File: src/rtl/receiver_axis.sv
// receiver_axis: UART serial receiver with an AXI4-Stream master output.
//
// Receives frames of 1 start bit, WORD_WIDTH data bits (LSB first) and 1 stop bit.
// Each good word becomes one AXIS beat. There is one word of output buffering.
// A stop bit sampled low raises a frame_error pulse and drops the word. A word that
// completes while the buffer is still full raises an overrun pulse and is dropped.
//
// Parameters:
//   CLOCK_FREQUENCY  clk frequency in Hz
//   BAUD_RATE        line bit rate; CPB = CLOCK_FREQUENCY/BAUD_RATE, must be >= 4
//   WORD_WIDTH       data bits per frame
//
// Ports:
//   clk, rst          clock; synchronous active-high reset
//   din               serial line (asynchronous, idle high)
//   dout_axis_tdata   received word
//   dout_axis_tvalid  tdata holds an unconsumed word
//   dout_axis_tready  downstream accepts the beat
//   frame_error       1-cycle pulse, stop bit sampled low
//   overrun           1-cycle pulse, word completed while buffer full
//
// Optional feature macro: RX_MAJORITY_VOTE_EN
//   When defined, every start/data/stop sample is the majority of the last three
//   synchronized line values, which rejects single-cycle glitches.
module receiver_axis #(
  parameter logic [31:0] CLOCK_FREQUENCY = 32'd100_000_000,
  parameter logic [31:0] BAUD_RATE       = 32'd115200,
  parameter logic [31:0] WORD_WIDTH      = 32'd8
) (
  input  logic                  clk,
  input  logic                  rst,
  input  logic                  din,
  output logic [WORD_WIDTH-1:0] dout_axis_tdata,
  output logic                  dout_axis_tvalid,
  input  logic                  dout_axis_tready,
  output logic                  frame_error,
  output logic                  overrun
);

  localparam logic [31:0] CPB  = CLOCK_FREQUENCY / BAUD_RATE;
  localparam logic [31:0] HALF = CPB / 32'd2;

  typedef enum logic [2:0] {S_IDLE, S_START, S_DATA, S_STOP, S_BREAK} state_t;

  logic                  din_m_q, din_m_d;
  logic                  din_s_q, din_s_d;
  state_t                state_q, state_d;
  logic [31:0]           cnt_q, cnt_d;
  logic [31:0]           bit_q, bit_d;
  logic [WORD_WIDTH-1:0] shift_q, shift_d;
  logic                  commit_q, commit_d;
  logic                  fe_q, fe_d;
  logic                  ov_q, ov_d;
  logic                  tvalid_q, tvalid_d;
  logic [WORD_WIDTH-1:0] tdata_q, tdata_d;
  logic                  samp;

`ifdef RX_MAJORITY_VOTE_EN
  // hist_q[0] always equals din_s_q, so the vote covers the current synchronized
  // value and the two before it.
  logic [2:0] hist_q, hist_d;

  always_comb hist_d = {hist_q[1:0], din_m_q};

  always_ff @(posedge clk) begin
    if (rst) hist_q <= 3'b111;
    else     hist_q <= hist_d;
  end

  assign samp = (hist_q[0] & hist_q[1]) | (hist_q[0] & hist_q[2]) | (hist_q[1] & hist_q[2]);
`else
  assign samp = din_s_q;
`endif

  always_comb begin
    din_m_d  = din;
    din_s_d  = din_m_q;
    state_d  = state_q;
    cnt_d    = cnt_q;
    bit_d    = bit_q;
    shift_d  = shift_q;
    commit_d = 1'b0;
    fe_d     = 1'b0;
    ov_d     = 1'b0;
    tvalid_d = tvalid_q;
    tdata_d  = tdata_q;

    case (state_q)
      S_IDLE: begin
        if (!din_s_q) begin
          state_d = S_START;
          cnt_d   = 32'd0;
        end
      end
      S_START: begin
        // Re-check the line mid start bit; a high sample was only a glitch.
        if (cnt_q == HALF - 32'd1) begin
          cnt_d = 32'd0;
          if (!samp) begin
            state_d = S_DATA;
            bit_d   = 32'd0;
          end else begin
            state_d = S_IDLE;
          end
        end else begin
          cnt_d = cnt_q + 32'd1;
        end
      end
      S_DATA: begin
        if (cnt_q == CPB - 32'd1) begin
          cnt_d   = 32'd0;
          shift_d = {samp, shift_q[WORD_WIDTH-1:1]};
          if (bit_q == WORD_WIDTH - 32'd1) state_d = S_STOP;
          else                             bit_d   = bit_q + 32'd1;
        end else begin
          cnt_d = cnt_q + 32'd1;
        end
      end
      S_STOP: begin
        // Leaving at mid stop bit lets IDLE catch an immediately following start edge.
        if (cnt_q == CPB - 32'd1) begin
          cnt_d = 32'd0;
          if (samp) begin
            commit_d = 1'b1;
            state_d  = S_IDLE;
          end else begin
            fe_d    = 1'b1;
            state_d = S_BREAK;
          end
        end else begin
          cnt_d = cnt_q + 32'd1;
        end
      end
      S_BREAK: begin
        // A line held low must return high before a new frame may start.
        if (din_s_q) state_d = S_IDLE;
      end
      default: state_d = S_IDLE;
    endcase

    // Output buffer: a handshake frees the slot in the same cycle a commit loads it.
    if (tvalid_q && dout_axis_tready) tvalid_d = 1'b0;
    if (commit_q) begin
      if (!tvalid_q || dout_axis_tready) begin
        tvalid_d = 1'b1;
        tdata_d  = shift_q;
      end else begin
        ov_d = 1'b1;
      end
    end
  end

  always_ff @(posedge clk) begin
    if (rst) begin
      din_m_q  <= 1'b1;
      din_s_q  <= 1'b1;
      state_q  <= S_IDLE;
      cnt_q    <= 32'd0;
      bit_q    <= 32'd0;
      shift_q  <= '0;
      commit_q <= 1'b0;
      fe_q     <= 1'b0;
      ov_q     <= 1'b0;
      tvalid_q <= 1'b0;
      tdata_q  <= '0;
    end else begin
      din_m_q  <= din_m_d;
      din_s_q  <= din_s_d;
      state_q  <= state_d;
      cnt_q    <= cnt_d;
      bit_q    <= bit_d;
      shift_q  <= shift_d;
      commit_q <= commit_d;
      fe_q     <= fe_d;
      ov_q     <= ov_d;
      tvalid_q <= tvalid_d;
      tdata_q  <= tdata_d;
    end
  end

  assign dout_axis_tdata  = tdata_q;
  assign dout_axis_tvalid = tvalid_q;
  assign frame_error      = fe_q;
  assign overrun          = ov_q;

endmodule
File: config.mk
export PLATFORM = sky130hd
export DESIGN_NAME = receiver_axis
export DESIGN_NICKNAME = d
export VERILOG_FILES = /design/src/rtl/receiver_axis.sv
export SDC_FILE = /design/constraint.sdc
export NUM_CORES = 1
export LEC_CHECK = 0
export ABC_AREA = 1
export BUFFER_PORTS_ARGS = -buffer_cell sky130_fd_sc_hd__buf_4
export CAP_MARGIN = 0
export CELL_PAD_IN_SITES_DETAIL_PLACEMENT = 1
export CELL_PAD_IN_SITES_GLOBAL_PLACEMENT = 1
export CORE_MARGIN = 2
export CORE_UTILIZATION = 48
export DETAILED_ROUTE_END_ITERATION = 10
export GPL_ROUTABILITY_DRIVEN = 0
export PLACE_DENSITY_LB_ADDON = 0.1
export SETUP_SLACK_MARGIN = 0.15
export SYNTH_ARGS = -nofsm -noshare
export SYNTH_HDL_FRONTEND = slang
export SYNTH_SLANG_ARGS = --single-unit
File: constraint.sdc
create_clock -name clk -period 2.8 [get_ports clk]
set_clock_uncertainty 0.1 [all_clocks]
set_input_delay 0.84 -clock clk [delete_from_list [all_inputs] [get_ports clk]]
set_output_delay 0.84 -clock clk [all_outputs]
set_load 0.05 [all_outputs]
Word level (Yosys, flattened, before mapping)
Cells that the tools add are included.
- equal/unequal tests: 15
- multiplexer cells: 23
- bitwise gates (word level): 3
- reductions and logical operators: 14
- $add $sub $neg: 2
- operators with widths (operator ; count):
    $mux W32 ; 6
    $pmux W32 S3 ; 1
    $add A32 B1 Y32 const B ; 2
    $pmux W32 S2 ; 1
    $eq A32 B10 Y1 const B ; 1
    $eq A32 B3 Y1 const B ; 1
    $eq A32 B9 Y1 const B ; 1
    $mux W3 ; 7
    $ne A2 B2 Y1 const B ; 8
    $pmux W3 S5 ; 1
    $eq A3 B2 Y1 const B ; 2
    $mux W1 ; 6
    $reduce_and A2 Y1 ; 3
    $reduce_and A6 Y1 ; 1
    $reduce_and A5 Y1 ; 1
    $reduce_or A2 Y1 ; 2
    $eq A3 B1 Y1 const B ; 1
    $eq A3 B3 Y1 const B ; 1
    $logic_not A3 Y1 ; 1
    $not A1 Y1 ; 3
    $reduce_bool A3 Y1 ; 1
    $reduce_or A3 Y1 ; 1
    $mux W2 ; 1
    $reduce_bool A2 Y1 ; 1
    other kinds (3) ; 3
- word-level logic and storage cells: 68
- bits in registers: 89
- output and inout bits: 11
- bits of input ports: 4

Depth between registers and ports, before layout
Gate-level depths: netlist (run 1).
- depth after elaboration: 4
- gate-level depth with buffers: 14
- depth with buffers taken out: 13

Least setup slack after synthesis (run 1)
OpenSTA, ideal clock, no wires.
- path type: input-to-reg
- start point: input port rst
- end point: register cnt_q[1]
- arrival: 1.618 ns
- path buffers: 2
- path slack: 0.974 ns
- library setup time: 0.108 ns
- required time: 2.592 ns
- stages: 7
- path through: clkbuf_1 inv_1 nand2_8 inv_4 buf_8 nand2_1 inv_2
- RTL lines (what ; line ; text):
    start: declaration ; 31 ; input logic rst,
    end signal: assignment ; 170 ; cnt_q <= cnt_d;
    end: declaration ; 48 ; logic [31:0] cnt_q, cnt_d;

Worst setup path in the final report (run 1)
- start point: register cnt_q[0]
- end point: register bit_q[5]
- cells in the longest elaborated chain, start to end: 3
- elaborated cells on any way between the ends: 5
- classes of those cells: eq/ne: 4; reduce/logical: 1
- ends and longest elaborated chain (what ; line ; text):
    $eq A32 B10 Y1 or $eq A32 B9 Y1 (tied branches) ; 110, 97 ;
    $ne A2 B2 Y1 (no line) ; -- ;
    $reduce_and A5 Y1 (no line) * ; -- ;
    end signal: assignment ; 171 ; bit_q <= bit_d;
    end: declaration ; 49 ; logic [31:0] bit_q, bit_d;
Mark *: on every way between the ends. The rest lies on a longest branch, timed or not.
A chain may end at the register's enable or synchronous reset.

==> flow_summary.json, run 1 <==
{
  "hold_viol_final": 0,
  "diodes": 0,
  "synthArstFlopShare": 0,
  "synthFlopType": "dfxtp_1",
  "synth.avg_cell_area_um2": 6.08,
  "power_switching_w": 0.00154,
  "root_buffer": "clkbuf_16",
  "power_density_nw_per_um2": 643,
  "yosysSeqAreaShare": 0.318,
  "p_int_w": 0.00241,
  "ctsHoldBuffers": 0,
  "rows": 39,
  "gr-usage-all-layers": 0.297,
  "firstDrtPassIters": 6,
  "fin_setup_tns_ns": 0,
  "tritoncts": "built",
  "yosys.area.top_type_share": 0.318,
  "layout_setup_ws_ns": 0.505,
  "syn_to_final_growth_pct": 9.78,
  "yosys_warnings": 0,
  "gr-total-overflow": 0,
  "hold_ws_ns": 0.325,
  "synth_nets": 928,
  "path_buf_inv": 2,
  "maxCapViolations": 0,
  "htreeDepth": 3,
  "die_w_um": 112,
  "crit_top_cell": "nand2_2",
  "p_leak_nw": 2.26,
  "ios": 15,
  "path_max_fanout": 16,
  "vias": 5875,
  "cp_top_family": "simple AND/OR/NAND/NOR gates",
  "setup.worst_path.class": "register to register",
  "fillers": 1623,
  "rsz0062_at_grt": "false",
  "wl_per_cell_um": 16.4,
  "grt_pass1_wl_um": 30400,
  "max_stage_delay_ns": 0.40,
  "drv_slew": 0,
  "cts_buffer_depth": 2,
  "fmax_ghz": 0.436,
  "place_ws_ns": 0.302,
  "io_buffers": 14,
  "drc_errors": 0,
  "synth-seq-cells": 89,
  "cts_setup_buffers": 0,
  "synthTopCellsByArea": "dfxtp_1 (32%), nand2_1 (16%), nor2_1 (14%), nand3_1 (6.4%), inv_1 (5.6%)",
  "viasPerCell": 5.45,
  "period_minus_slack_ns": 2.30,
  "yosysTopAreaCell": "dfxtp_1",
  "endpoint_kind": "register",
  "cp.arrival_ns": 2.48,
  "clockPowerShare": 0.346,
  "crit_slowest_cell": "dfxtp_1",
  "path_clk_slew_ns": 0.07,
  "drtIter0Drc": 301,
  "fin_crit_sh": 0.820,
  "clock_sinks": 89,
  "power_frac_seq": 0.345,
  "nets": 938,
  "ant_nets": 0,
  "synth_common_cells": "nand2_1 (246), nor2_1 (207), dfxtp_1 (89)",
  "finalWirelength_um": 17700,
  "antenna_found_initial": 0,
  "setup_viol": 0,
  "syn-cell-area_um2": 5600,
  "core-area_um2": 11400,
  "crit_path_start_kind": "register",
  "worst_ep_required_time_ns": 2.98,
  "hpwl_um": 13200,
  "ir_drop_v": 0.000366,
  "die_h_um": 112,
  "p_comb_frac": 0.310,
  "clk_latency_ns": 0.36,
  "synth_edf_count": 0,
  "crit_chain": "ha_1 -> inv_1 -> nor2_1 -> nand2_1 -> nor2_2 -> nand2_2 -> nand2_4 -> nand2_2 -> nor2_4 -> buf_12 -> nand3_1 -> a21oi_1",
  "hp-class": "register to register",
  "post_synth_num_cell_types": 44,
  "die-area_um2": 12500,
  "start_util": 0.491,
  "tightest_slew_ns": 0.613,
  "grt_max_degree": 45,
  "swShare": 0.390,
  "drive_gt1_frac": 0.107,
  "slew_headroom": 0.591,
  "yosysMostFrequentCell": "nand2_1",
  "synthCells": 921,
  "cts_buffers": 9,
  "status": "finished clean",
  "grt_pass1_vias": 6382
}
-- final timing paths --
check	cells past startpoint	to	startpoint	slack (ns)
hold reg to reg	1	din_s_q	din_m_q	0.33
setup reg to reg	12	bit_q[5]	cnt_q[0]	0.50
hold / removal	1	din_s_q	din_m_q	0.33
setup / recovery	12	bit_q[5]	cnt_q[0]	0.50
-- metal layers --
metal	track usage	wire, um	vias up
met3	0.0470	527	29
met1	0.361	7930	2832
met4	0.111	412	0
met5	0	0	-
li1	-	-	2922
met2	0.529	8800	92
-- registers in the layout (all words and copies together) (netlist names) --
| signal | cells |
|---|---|
| dout_axis_tvalid | 1 |
| din_m_q | 1 |
| commit_q | 1 |
| shift_q | 8 |
| din_s_q | 1 |
| bit_q | 32 |
| dout_axis_tdata | 8 |
| frame_error | 1 |
| overrun | 1 |
| state_q | 3 |
| cnt_q | 32 |
-- stage by stage --
step | total power, W | area, um2 | utilization | cells
finish | 0.00396 | 6150 | 0.539 | 1078
global route | 0.00415 | 6150 | 0.539 | 1078
CTS | 0.00396 | 6140 | 0.538 | 1078
detailed placement | 0.00260 | 5820 | 0.510 | 1063
global placement | 0.00256 | 5820 | 0.510 | 1063
floorplan | 0.00233 | 5600 | - | 921
-- logic make-up (layout without fill, tap and decap cells) --
logic type / count (synthesis) / in the layout / share of synthesized area
and+or+nand+nor: 605 / 605 / 0.477
buffers and inverters: 123 / 137 / 0.0922
AOI/OAI and AO/OA: 89 / 89 / 0.0876
DFF: 89 / 89 / 0.318
xor gates and xnor gates: 12 / 12 / 0.0188
adders and majority gates: 3 / 3 / 0.00670
-- power by group through the flow --
stage / logic (W) / registers [W] / clock network, W
final: 0.00123 / 0.00136 / 0.00137
after global placement: 0.00117 / 0.00139 / 0
after CTS: 0.00121 / 0.00136 / 0.00138
after detailed placement: 0.00121 / 0.00139 / 0
after global routing: 0.00134 / 0.00137 / 0.00144
after floorplan: 0.000951 / 0.00138 / 0
-- cells in the final DEF, fill, tap and decap left out, types with 11 or more instances in the layout --
cell	netlist	layout
nand2_1	246	246
dfxtp_1	89	89
nor3_1	12	12
buf_4	1	21
nor2_2	11	11
inv_2	15	15
o21ai_0	30	30
nand3_2	12	11
inv_1	83	83
nand3_1	72	72
nand4_1	14	14
a21oi_1	47	47
nor2_1	207	207
-- layout make-up --
cell class                      instances  area (um2)  area share
Timing Repair Buffer                   22         178      0.0289
Inverter                              100         378      0.0614
Tap cell                              143         179      0.0291
Sequential cell                        89        1780       0.290
Multi-Input combinational cell        709        3310       0.538
Clock buffer                            9         225      0.0366
Clock inverter                          6        97.6      0.0159
-- repair_timing --
action	CTS	global route
hold endpoints to repair	0	0
gates resized for setup	0	1
setup endpoints to repair	0	28
-- worst register-to-register path: stages, from the launching register on --
cell and delay (ns):
dfxtp_1 0.40, ha_1 0.26, inv_1 0.08, nor2_1 0.10, nand2_1 0.06, nor2_2 0.14
nand2_2 0.10, nand2_4 0.10, nand2_2 0.07, nor2_4 0.32, buf_12 0.20, nand3_1 0.10
a21oi_1 0.19
No activity file was read; power rests on OpenSTA's default activity.
==> run 2, diff against run 1 <==
- ABC_AREA: 1 -> 0
- CORE_UTILIZATION: 48 -> 43
- clock period: 2.8 -> 1.9 ns (I/O delays scaled with it)
==> flow_summary.json, run 2 <==
{
  "synth_common_cells": "dfxtp_1 (89), nor2_1 (56), nand2_1 (44)",
  "dpl.cell_count": 772,
  "layout_setup_ws_ns": -0.582,
  "synth_edf_count": 0,
  "violations": "setup timing",
  "fin_crit_sh": 1.31,
  "gr-total-overflow": 0,
  "drive_gt1_frac": 0.424,
  "wl_per_cell_um": 22.9,
  "vias": 4981,
  "die-area_um2": 10900,
  "maxCapViolations": 0,
  "htreeDepth": 3,
  "synthFlopType": "dfxtp_1",
  "status": "complete, but fails checks",
  "p_leak_nw": 2.56,
  "antenna_found_initial": 0,
  "ant_nets": 0,
  "synthArstFlopShare": 0,
  "syn-cell-area_um2": 4320,
  "yosysTopAreaCell": "dfxtp_1",
  "hold_viol_final": 0,
  "drc_errors": 0,
  "diodes": 0,
  "synth.area.mux_share": 0.0556,
  "tightest_slew_ns": 0.527,
  "grt_max_degree": 27,
  "worstHoldPathCells": 2,
  "root_buffer": "clkbuf_8",
  "synthCells": 509,
  "synth_top_family_by_area": "simple AND/OR/NAND/NOR gates",
  "start_util": 0.442,
  "ir_drop_v": 0.000565,
  "tritoncts": "built",
  "hold_ws_ns": 0.269,
  "power_density_nw_per_um2": 510,
  "cts_buffers": 9,
  "rsz0062_at_grt": "true",
  "drtIter0Drc": 287,
  "clock_sinks": 89,
  "viasPerCell": 6.19,
  "ios": 15,
  "layout_common_cells": "buf_4 (155), dfxtp_1 (77), nor2_1 (55), nand2_1 (41), nand3_1 (28)",
  "cp.arrival_ns": 2.67,
  "yosys.area_share.simple": 0.315,
  "io_buffers": 14,
  "yosysMostFrequentCell": "dfxtp_1",
  "clk_latency_ns": 0.40,
  "place_area_um2": 5670,
  "worst_ep_required_time_ns": 2.09,
  "synth-compound-area-share": 0.131,
  "endpoint_kind": "register",
  "rows": 36,
  "period_minus_slack_ns": 2.48,
  "grt_pass1_vias": 4919,
  "nets": 674,
  "firstDrtPassIters": 5,
  "finalPower_w": 0.00330,
  "cts_buffer_depth": 2,
  "drv_slew": 0,
  "slew_headroom": 0.646,
  "die_w_um": 104,
  "setup.worst_path.class": "register to register",
  "ctsHoldBuffers": 0,
  "path_clk_slew_ns": 0.10,
  "grt_pass1_wl_um": 24700,
  "crit_path_start_kind": "register",
  "finalWirelength_um": 18400,
  "synth.avg_cell_area_um2": 8.49,
  "worst-r2r-cell-count": 7,
  "stdcell_count": 805,
  "yosysSeqAreaShare": 0.413,
  "yosys.area.top_type_share": 0.413,
  "gr-usage-all-layers": 0.280,
  "core-area_um2": 9770,
  "die_h_um": 104,
  "setup_viol": 75,
  "synthTopCellsByArea": "dfxtp_1 (41%), mux2i_1 (5.6%), nor2_1 (4.9%), nand3_1 (3.9%), nand2_1 (3.8%)",
  "synthXorXnorAreaFrac": 0.0426,
  "path_max_fanout": 10,
  "top_regs": "bit_q (32), cnt_q (32)",
  "layout_commonest_cell": "buf_4",
  "fmax_ghz": 0.403,
  "yosys_warnings": 0,
  "post_synth_num_cell_types": 54,
  "final_area_um2": 6470,
  "synth-seq-cells": 89,
  "syn_to_final_growth_pct": 49.8,
  "hp-class": "primary input to register",
  "synth_fa_ha_area_frac": 0.00869,
  "hpwl_um": 9920,
  "synth_nets": 516
}
-- run 2: changes by cell type in the layout (fill, tap and decap cells not counted), moves of 22 or more --
cell / change
mux2i_1: +22
nand3_1: -44
inv_1: -75
a21oi_1: -33
nand2_1: -205
o21ai_0: -29
buf_4: +134
nor2_1: -152
-- run 2: area by class of cell --
class / count / area, um2
fillers: 1105 / 3300
inverters: 9 / 33.8
repair buffers: 171 / 1370
clock buffers: 11 / 131
multi-input cells: 387 / 2940
flip-flops and latches: 89 / 1800
well taps: 133 / 166
clock inverters: 5 / 41.3
-- run 2: path summary, 6_finish.rpt --
path,end,from,slack [ns]
worst max-delay path,bit_q[29],cnt_q[30],-0.58
worst min register to register,din_s_q,din_m_q,0.33
worst min-delay path,din_m_q,din,0.27
worst max register to register,bit_q[29],cnt_q[30],-0.58
-- run 2: routing by layer --
metal  GRT usage  vias to the layer above  part of all wire
met5           0                        -                 0
met3      0.0482                       86             0.051
li1            -                     2199                 -
met1       0.317                     2489              0.37
met2       0.529                      207              0.52
met4      0.0907                        0             0.060
-- run 2: logic make-up (layout without fill, tap and decap cells) --
group,count (synthesis),after routing
AOI/OAI and AO/OA,84,85
xor gates and xnor gates,21,21
adders and majority gates,3,3
buffers and inverters,34,196
DFF,89,89
muxes,24,24
and+or+nand+nor,254,254
-- run 2: critical path, cell delays in order, from the launching register on --
cell	delay, ns
dfxtp_2	0.37
nor4_4	0.36
nand4_1	0.16
or3_4	0.42
buf_4	0.16
o21a_4	0.24
o31ai_1	0.45
a21oi_2	0.10
-- run 2: power by group --
group | switching (W) | internal (W)
combinational | 0.0000995 | 0.0000644
clock | 0.000777 | 0.000486
sequential | 0.00000467 | 0.00187
total | 0.000881 | 0.00242
-- run 2: metrics by stage --
stage                util  worst slack [ns]  TNS [ns]
floorplan               -            -0.366    -15.24
global placement    0.580            -0.475    -23.40
detailed placement  0.580            -0.618    -28.21
CTS                 0.623            -0.491    -26.40
global route        0.662            -0.686    -42.28
finish              0.662            -0.582    -34.93
-- run 2: timing repair --
item                                    in CTS  in global routing
buffers inserted                             5                  7
resized for setup                           47                 64
endpoints found under the setup margin      77                 77
pin swaps                                   15                 32
gates cloned                                 5                  0
==> run 3, diff against run 2 <==
- CORE_UTILIZATION: 43 -> 44
- CTS_BUF_LIST: not set -> sky130_fd_sc_hd__clkbuf_8
==> flow_summary.json, run 3 (synthesis gave the netlist of run 2 again) <==
{
  "ir_drop_v": 0.000494,
  "worst-r2r-cell-count": 7,
  "syn_to_final_growth_pct": 52.6,
  "hold_ws_ns": 0.261,
  "path_clk_slew_ns": 0.13,
  "holdPathEnd": "din_m_q",
  "startpoint": "cnt_q[3]",
  "r2r-end": "bit_q[23]",
  "status": "complete, but fails checks",
  "fillers": 1084,
  "slew_headroom": 0.547,
  "reg2reg_from": "cnt_q[3]",
  "worstHoldPathCells": 2,
  "top_regs": "bit_q (32), cnt_q (32)",
  "vias": 5202,
  "layout_common_cells": "buf_4 (155), dfxtp_1 (81), nor2_1 (55), nand2_1 (43), nand3_1 (29)",
  "layout_setup_ws_ns": -0.726,
  "hp-start": "din",
  "hold_viol_final": 0,
  "hpwl_um": 10400,
  "ios": 15,
  "tritoncts": "built",
  "p_leak_nw": 2.62,
  "die_w_um": 103,
  "maxCapViolations": 0,
  "firstDrtPassIters": 5,
  "htreeDepth": 3,
  "crit_path_start_kind": "register",
  "antenna_found_initial": 0,
  "die-area_um2": 10600,
  "start_util": 0.448,
  "cts_buffers": 9,
  "root_buffer": "clkbuf_8",
  "stdcell_count": 808,
  "met1_usage": 0.344,
  "finalWirelength_um": 21700,
  "grt_pass1_vias": 5088,
  "use_met3": 0.0407,
  "multi_input_area_um2": 2990,
  "fin_crit_sh": 1.38,
  "cp.arrival_ns": 2.83,
  "setup.worst_path.class": "register to register",
  "ant_nets": 0,
  "core-area_um2": 9640,
  "drc_errors": 0,
  "fmax_ghz": 0.381,
  "die_h_um": 103,
  "drtIter0Drc": 351,
  "grt-busiest-layer": "met2",
  "diodes": 0,
  "path_max_fanout": 10,
  "gr-usage-all-layers": 0.319,
  "tightest_slew_ns": 0.674,
  "rsz0062_at_grt": "true",
  "endpoint_kind": "register",
  "wl_per_cell_um": 26.8,
  "period_minus_slack_ns": 2.63,
  "drv_slew": 0,
  "io_buffers": 14,
  "cts_buffer_depth": 2,
  "layout_commonest_cell": "buf_4",
  "nets": 677,
  "rows": 36,
  "violations": "setup timing",
  "clk_latency_ns": 0.39,
  "use_met2": 0.623,
  "clock_sinks": 89,
  "setup_viol": 77,
  "grt_max_degree": 22,
  "hp-class": "primary input to register",
  "drive_gt1_frac": 0.424,
  "grt_pass1_wl_um": 26200,
  "power_density_nw_per_um2": 536,
  "ctsHoldBuffers": 0,
  "layout.area.seq_um2": 1790,
  "viasPerCell": 6.44,
  "reg2reg_slack_ns": -0.73,
  "gr-total-overflow": 0,
  "dpl.cell_count": 773,
  "worst_ep_required_time_ns": 2.10
}
## run 3: how the worst max path moves through the flow
stage / endpoint / slack (ns) / depth (start not counted)
after floorplan: bit_q[29] / -0.37 / 8
after CTS: bit_q[25] / -0.58 / 7
after global routing: bit_q[23] / -0.75 / 7
final: bit_q[23] / -0.73 / 7
after global placement: bit_q[12] / -0.55 / 7
after detailed placement: bit_q[12] / -0.60 / 7
## run 3: critical path, cell delays in order, from the launching register on
cell     delay [ns]
dfxtp_1        0.37
nor4b_4        0.35
and4_1         0.41
nand4_1        0.31
o21a_4         0.27
buf_12         0.15
or4_1          0.43
a21oi_1        0.16
## run 3: routing by layer
layer,up-vias,share of wire
met1,2571,0.36
met5,-,0
met3,130,0.058
li1,2205,-
met4,0,0.071
met2,296,0.51
## run 3: power by group
part	switching (W)	total, W	internal, W
combinational	0.000106	0.000166	0.0000599
sequential	0.00000388	0.00187	0.00187
clock	0.000863	0.00150	0.000633
## run 3: per-stage QoR
stage	util	setup TNS [ns]	power [W]	setup WS, ns	cell area [um2]
finish	0.684	-45.40	0.00354	-0.726	6590
detailed placement	0.589	-32.98	0.00204	-0.600	5680
global placement	0.589	-30.23	0.00203	-0.549	5680
CTS	0.631	-32.98	0.00345	-0.582	6080
floorplan	-	-15.24	0.00198	-0.366	4470
global route	0.684	-48.69	0.00359	-0.750	6590
## run 3: layout make-up
cell class / count / area share
repair buffers: 174 / 0.213
flip-flops and latches: 89 / 0.272
inverters: 9 / 0.00513
well taps: 133 / 0.0252
clock inverters: 7 / 0.0125
clock buffers: 9 / 0.0188
multi-input cells: 387 / 0.454
## run 3: timing repair
| item | 4_1_cts | 5_1_grt |
|---|---|---|
| pin swaps | 5 | 26 |
| endpoints found under the hold margin | 0 | 0 |
| endpoints found under the setup margin | 77 | 77 |
| setup buffers | 3 | 12 |
| resized for setup | 33 | 83 |
| gates cloned | 3 | 1 |
